[src/rtl/sp24_a_encoder.sv]
// sp24_a_encoder: prunes dense 4-lane A groups to 2:4 structured sparsity and feeds a PE row.
// Datapath: accept (p0) -> magnitude stage (p1) -> prune stage (p2) -> output FIFO -> output register.
module sp24_a_encoder #(
    parameter int DW    = 16,
    parameter int DEPTH = 4,
    parameter int CNT_W = 8
) (
    input  logic              clock,
    input  logic              rst_n,
    input  logic              start,
    input  logic [CNT_W-1:0]  k_len,
    input  logic              in_valid,
    output logic              in_ready,
    input  logic [4*DW-1:0]   in_data,
    input  logic              out_stall,
    output logic              out_en,
    output logic [3:0]        out_mask,
    output logic [4*DW-1:0]   out_a,
    output logic              out_last,
    output logic              busy,
    output logic              done,
    output logic [15:0]       prune_cnt
);
    localparam int PW = (DEPTH > 1) ? $clog2(DEPTH) : 1;
    localparam int CW = $clog2(DEPTH + 1);
    localparam int EW = 1 + 4 + 4*DW;

    typedef enum logic [1:0] {S_IDLE, S_RUN, S_DRAIN, S_DONE} state_t;

    // |x| widened by one bit so the most negative lane value stays exact
    function automatic logic [DW:0] abs_mag(input logic signed [DW-1:0] x);
        logic signed [DW:0] xe;
        xe = {x[DW-1], x};
        return x[DW-1] ? $unsigned(-xe) : $unsigned(xe);
    endfunction

    function automatic logic [15:0] sat_inc(input logic [15:0] c);
        return (c == 16'hFFFF) ? c : c + 16'd1;
    endfunction

    function automatic logic [PW-1:0] ptr_inc(input logic [PW-1:0] p);
        return (p == PW'(DEPTH - 1)) ? '0 : p + PW'(1);
    endfunction

    function automatic logic [2:0] popcnt4(input logic [3:0] v);
        return {2'b00, v[0]} + {2'b00, v[1]} + {2'b00, v[2]} + {2'b00, v[3]};
    endfunction

    state_t                  state, state_nxt;
    logic [CNT_W-1:0]        k_len_r, acc_cnt;

    logic                    accept_p0;
    logic signed [DW-1:0]    lane_p0 [4];

    logic                    vld_p1;
    logic [4*DW-1:0]         data_p1;
    logic [3:0]              nz_p1;
    logic [DW:0]             mag_p1 [4];
    logic                    last_p1;
    logic [2:0]              nzc_p1;
    logic [2:0]              beat;
    logic [3:0]              keep_p1, mask_nx_p1;
    logic [4*DW-1:0]         a_nx_p1;
    logic                    prune_p1;

    logic                    vld_p2;
    logic [3:0]              mask_p2;
    logic [4*DW-1:0]         a_p2;
    logic                    last_p2;

    logic [EW-1:0]           fifo_mem [DEPTH];
    logic [PW-1:0]           wr_ptr, rd_ptr;
    logic [CW-1:0]           fifo_cnt, inflight;
    logic                    pop;
    logic [EW-1:0]           fifo_rd;

    // Credit-based intake: groups in the pipe and FIFO never exceed DEPTH, so the FIFO cannot overflow
    always_comb begin
        inflight  = fifo_cnt + CW'(vld_p1) + CW'(vld_p2);
        in_ready  = (state == S_RUN) && (acc_cnt < k_len_r) && (inflight < CW'(DEPTH));
        accept_p0 = in_valid && in_ready;
        pop       = (fifo_cnt != '0) && !out_stall;
        fifo_rd   = fifo_mem[rd_ptr];
        busy      = (state != S_IDLE);
        for (int i = 0; i < 4; i++) lane_p0[i] = $signed(in_data[DW*i +: DW]);
    end

    // Next-state logic; DRAIN ends on the edge that pops the tile's last word
    always_comb begin
        state_nxt = state;
        case (state)
            S_IDLE:  if (start) state_nxt = (k_len == '0) ? S_DONE : S_RUN;
            S_RUN:   if (acc_cnt == k_len_r) state_nxt = S_DRAIN;
            S_DRAIN: if (pop && fifo_rd[EW-1]) state_nxt = S_DONE;
            S_DONE:  state_nxt = S_IDLE;
            default: state_nxt = S_IDLE;
        endcase
    end

    // State register and done pulse (done lands the cycle after the last word is presented)
    always_ff @(posedge clock) begin
        if (!rst_n) begin
            state <= S_IDLE;
            done  <= 1'b0;
        end else begin
            state <= state_nxt;
            done  <= (state == S_DONE);
        end
    end

    // Tile length latch and accepted-group counter
    always_ff @(posedge clock) begin
        if (!rst_n) begin
            k_len_r <= '0;
            acc_cnt <= '0;
        end else if (state == S_IDLE && start) begin
            k_len_r <= k_len;
            acc_cnt <= '0;
        end else if (accept_p0) begin
            acc_cnt <= acc_cnt + CNT_W'(1);
        end
    end

    // Stage p1 valid
    always_ff @(posedge clock) begin
        if (!rst_n) vld_p1 <= 1'b0;
        else        vld_p1 <= accept_p0;
    end

    // Stage p1 data: nonzero flags and magnitudes per lane; last flag rides with the group
    always_ff @(posedge clock) begin
        if (accept_p0) begin
            data_p1 <= in_data;
            last_p1 <= ((acc_cnt + CNT_W'(1)) == k_len_r);
            for (int i = 0; i < 4; i++) begin
                nz_p1[i]  <= (lane_p0[i] != '0);
                mag_p1[i] <= abs_mag(lane_p0[i]);
            end
        end
    end

    // Prune selection: a lane is kept if fewer than two lanes beat it (larger, or equal at lower index)
    always_comb begin
        nzc_p1   = popcnt4(nz_p1);
        prune_p1 = (nzc_p1 >= 3'd3);
        beat     = '0;
        keep_p1  = '0;
        a_nx_p1  = '0;
        for (int i = 0; i < 4; i++) begin
            beat = '0;
            for (int j = 0; j < 4; j++) begin
                if (j != i && ((mag_p1[j] > mag_p1[i]) || (mag_p1[j] == mag_p1[i] && j < i)))
                    beat = beat + 3'd1;
            end
            keep_p1[i] = (beat < 3'd2);
        end
        mask_nx_p1 = prune_p1 ? keep_p1 : nz_p1;
        for (int i = 0; i < 4; i++)
            a_nx_p1[DW*i +: DW] = mask_nx_p1[i] ? data_p1[DW*i +: DW] : '0;
    end

    // Stage p2 valid
    always_ff @(posedge clock) begin
        if (!rst_n) vld_p2 <= 1'b0;
        else        vld_p2 <= vld_p1;
    end

    // Stage p2 data: pruned group ready for the FIFO
    always_ff @(posedge clock) begin
        if (vld_p1) begin
            mask_p2 <= mask_nx_p1;
            a_p2    <= a_nx_p1;
            last_p2 <= last_p1;
        end
    end

    // Saturating count of groups that lost lanes in the current tile
    always_ff @(posedge clock) begin
        if (!rst_n)                        prune_cnt <= '0;
        else if (state == S_IDLE && start) prune_cnt <= '0;
        else if (vld_p1 && prune_p1)       prune_cnt <= sat_inc(prune_cnt);
    end

    // FIFO pointers and occupancy; push and pop may coincide
    always_ff @(posedge clock) begin
        if (!rst_n) begin
            wr_ptr   <= '0;
            rd_ptr   <= '0;
            fifo_cnt <= '0;
        end else begin
            if (vld_p2) wr_ptr <= ptr_inc(wr_ptr);
            if (pop)    rd_ptr <= ptr_inc(rd_ptr);
            case ({vld_p2, pop})
                2'b10:   fifo_cnt <= fifo_cnt + CW'(1);
                2'b01:   fifo_cnt <= fifo_cnt - CW'(1);
                default: fifo_cnt <= fifo_cnt;
            endcase
        end
    end

    // FIFO storage
    always_ff @(posedge clock) begin
        if (vld_p2) fifo_mem[wr_ptr] <= {last_p2, mask_p2, a_p2};
    end

    // Output register: idle cycles present an all-zero word, matching PE zeroing when en is low
    always_ff @(posedge clock) begin
        if (!rst_n) begin
            out_en   <= 1'b0;
            out_last <= 1'b0;
            out_mask <= '0;
            out_a    <= '0;
        end else begin
            out_en                       <= pop;
            {out_last, out_mask, out_a}  <= pop ? fifo_rd : '0;
        end
    end
endmodule

[config.mk]
export PLATFORM = sky130hd
export DESIGN_NAME = sp24_a_encoder
export DESIGN_NICKNAME = d
export VERILOG_FILES = /design/src/rtl/sp24_a_encoder.sv
export SDC_FILE = /design/constraint.sdc
export NUM_CORES = 1
export LEC_CHECK = 0
export BUFFER_PORTS_ARGS = -buffer_cell sky130_fd_sc_hd__clkbuf_2
export CAP_MARGIN = 40
export CORE_MARGIN = 3
export CORE_UTILIZATION = 55
export DETAILED_ROUTE_END_ITERATION = 8
export GPL_ROUTABILITY_DRIVEN = 0
export PLACE_DENSITY = 0.77
export SLEW_MARGIN = 30
export SYNTH_ARGS = -nofsm -noshare
export SYNTH_HDL_FRONTEND = slang
export SYNTH_SLANG_ARGS = --single-unit
[constraint.sdc]
create_clock -name clock -period 8.2 [get_ports clock]
set_clock_uncertainty 0.05 [all_clocks]
set_input_delay 0 -clock clock [delete_from_list [all_inputs] [get_ports clock]]
set_output_delay 0 -clock clock [all_outputs]
set_load 0.02 [all_outputs]
==> summary.txt <==
Layout
  • Fill cells: 2986
  • Non-Filler Instances: 2555
  • Commonest non-fill, non-tap cell in the layout: edfxtp_1
  • Post-layout util: 65.8%
  • Commonest non-fill, non-tap cells in the layout: 478 x edfxtp_1, 165 x clkbuf_2, 137 x ha_1
  • Fraction of layout cells with a size suffix above 1: 18.4%
  • Multi-input gate area: 7500 um2
  • Nets: 2128
  • Area delta synth->final: 17.8%
  • Reg area: approximately 17000 um2

Drt
  • Routed WL: 54.0 mm
  • DRC: 0
  • Final antenna-violating net count: 0
  • TritonRoute pass-1 iters: 5
  • DR iter-0 viols: roughly 1300
  • Via density: 5.73
  • Drt wl/cell: 21.2 um
  • Vias after detailed routing: around 15000

STA
  • Setup violations, final: 0
  • Fmax: 286 MHz
  • Setup TNS Final: 0 ps
  • RSZ-0062 raised after global routing: no
  • Final Hold Violating Endpoints: 0
  • Crit path time final: 3490 ps
  • Final Cycle Share: a little over two fifths
  • Worst-Margin Slew: 769 ps
  • Rel. slew slack: 48.0%
  • Fin. max-slew vios: 0

Die
  • Ports: 166
  • Die Y: 218 um
  • Initial Util: 55.9%
  • FP Rows: 77
  • Placeable Area: roughly 44000 um2
  • Die width: 218 um
  • Die Area: 47600 um2

Critical path
  • Critical Path RT: approximately 8600 ps
  • Reg-to-reg startpoint: mag_p1[0][6]$_DFFE_PP_
  • Worst Path Max Fanout: 17
  • Arrival time worst endpoint: 3910 ps
  • Worst Setup SP: mag_p1[0][6]$_DFFE_PP_
  • Crit start category: register
  • Endpoint class of the critical path: register
  • Crit path kind: register to register

Clocking
  • Buffer count from post-CTS setup fixing: 0
  • CTS max path bufs: 3
  • Clk_lat worst skew: 620 ps
  • Root buf cell: clkbuf_16
  • CTS tree: done
  • Post-CTS sizing: 0
  • Clock sinks: between 500 and 600
  • Inserted Clock Buffers: 56
  • Max H-tree Level: 2
  • Hold bufs inserted after CTS: between 80 and 90
  • Reg clk slew, reported paths: 60 ps

Min path
  • Hold Startpoint: start
  • Hold Path Class: primary input to register

Yosys
  • Yosys top cell area share: 58.0%
  • Yosys top cell by area: edfxtp_1
  • Number of synthesis warnings: 0
  • FFs w/ async S/R, synth: 0%
  • Sequential cell area fraction in the yosys report: 67.3%
  • FF+latch count, synth: 594
  • Largest cells by area after synthesis: edfxtp_1 58%, dfxtp_1 9.4%, ha_1 6.9%, mux4_2 6.3%, xnor2_1 2.4%
  • Post-Synthesis Cell Area: ~25000 um2
  • Netlist cell types: 61
  • Synth Instances: 1626
  • Post-synth EDFFs: 478
  • Main synth FF type: edfxtp_1
  • Mean Syn Cell Area: ~15 um2

Flow run
  • Max-Cap Viols: 0

Power and ir drop
  • Maximum vdd drop: about 0.00019 V
  • Total Power: 0.00703 W
  • Leak: 11.0 nW
  • Pwr Density: 241 nW/um2

Global routing
  • Largest net degree at the start of global routing: 92
  • Number of global-route vias before repair: 15000
  • Grt ovf: 0
  • GRT Total Usage: ~23%
  • First-pass GRT wire length: 83.9 mm
  • Initial antenna violation count: 2

Placement
  • Port bufs: 165
  • Placed cell count: 2352
  • Hpwl dp: roughly 35 mm

Status
  • Outcome: finished, final reports clean
## critical path, cell delays in order, from the launching register on
cell and delay [ps]:
edfxtp_1 500, ha_1 360, a21o_1 170, a21o_1 180
a21o_1 220, a311oi_1 240, nor2_1 50, or2_2 290
inv_1 60, ha_1 130, nor2_1 60, a221oi_1 340
a21o_1 450, and2_1 220
## power breakdown
group | total (W) | switching [W] | internal [W]
Clock | 0.00250 | 0.00110 | 0.00140
Sequential | 0.00358 | 0.000108 | 0.00347
Combinational | 0.000955 | 0.000556 | 0.000399
Total | 0.00703 | 0.00176 | 0.00527
## area by class of cell
class	count	share of cell area (%)
tap	592	2.54
timing repair buffer	274	6.98
multi-input combinational	878	25.7
antenna	3	0.0257
inverter	108	1.39
clock buffer	80	5.35
clock inverter	26	0.764
sequential	594	57.2
## state kept, by name, summed over array words and instances (netlist names), 2 cells and up, named ones only
register,count
k_len_r,8
rd_ptr,2
a_p2,64
acc_cnt,8
fifo_mem,276
mask_p2,4
data_p1,64
state,2
out_mask,4
fifo_cnt,3
mag_p1,64
out_a,64
nz_p1,4
prune_cnt,16
wr_ptr,2
## path summary, 6_finish.rpt
kind	end	slack, ps	cells past startpoint
min reg2reg	last_p2$_DFFE_PP_	370	0
min	k_len_r[2]$_SDFFE_PN0P_	40	4
max	a_p2[61]$_SDFFCE_PN0P_	4710	13
max reg2reg	a_p2[61]$_SDFFCE_PN0P_	4710	13
## stage by stage
step | hold WS (ps) | cell area [um2] | worst slack [ps]
floorplan | 48.9 | 24800 | 989
detailed placement | 170 | 26400 | 4530
CTS | 3.54 | 29000 | 4550
finish | 36.2 | 29200 | 4710
global placement | 170 | 26200 | 4530
global route | 82.3 | 29200 | 4530
## Yosys cell counts (all sizes together), types with 3 or more instances
cell type and number:
inv 108, clkbuf 37, nor4b 4, o21ai 39, a21oi 36, mux2i 5
nor2 65, a211oi 3, nand2 67, o31ai 16, nor3 10, o41ai 8
and3 83, a31oi 6, nand4 17, or3 8, o211ai 5, xor2 14
mux4 69, buf 12, or4 20, o21a 6, nor3b 3, edfxtp 478
nor4 9, a21boi 9, nor2b 9, o311a 3, and4 11, dfxtp 116
and2 59, xnor2 68, nand3 31, ha 137, nand2b 8, a21o 20
a221oi 6
## cells by family after synthesis
logic type | after synthesis | share of synthesized area (%)
compound gates | 170 | 4.58
buf+inv | 157 | 2.46
simple gates | 409 | 9.15
fa+ha+maj | 139 | 7.08
other cells | 1 | 0.0151
mux | 74 | 6.48
flops | 594 | 67.3
xor+xnor | 82 | 2.90
## routing by layer
metal	vias to the layer above	GRT usage (%)	part of all wire (%)	wire length (um)
met1	7253	29.7	41	21900
met3	113	3.39	6.1	3280
met2	549	38.9	50	27200
met4	0	8.74	3.0	1620
li1	6731	-	-	-
met5	-	0	0	0
Power figures use the tool's default switching activity.
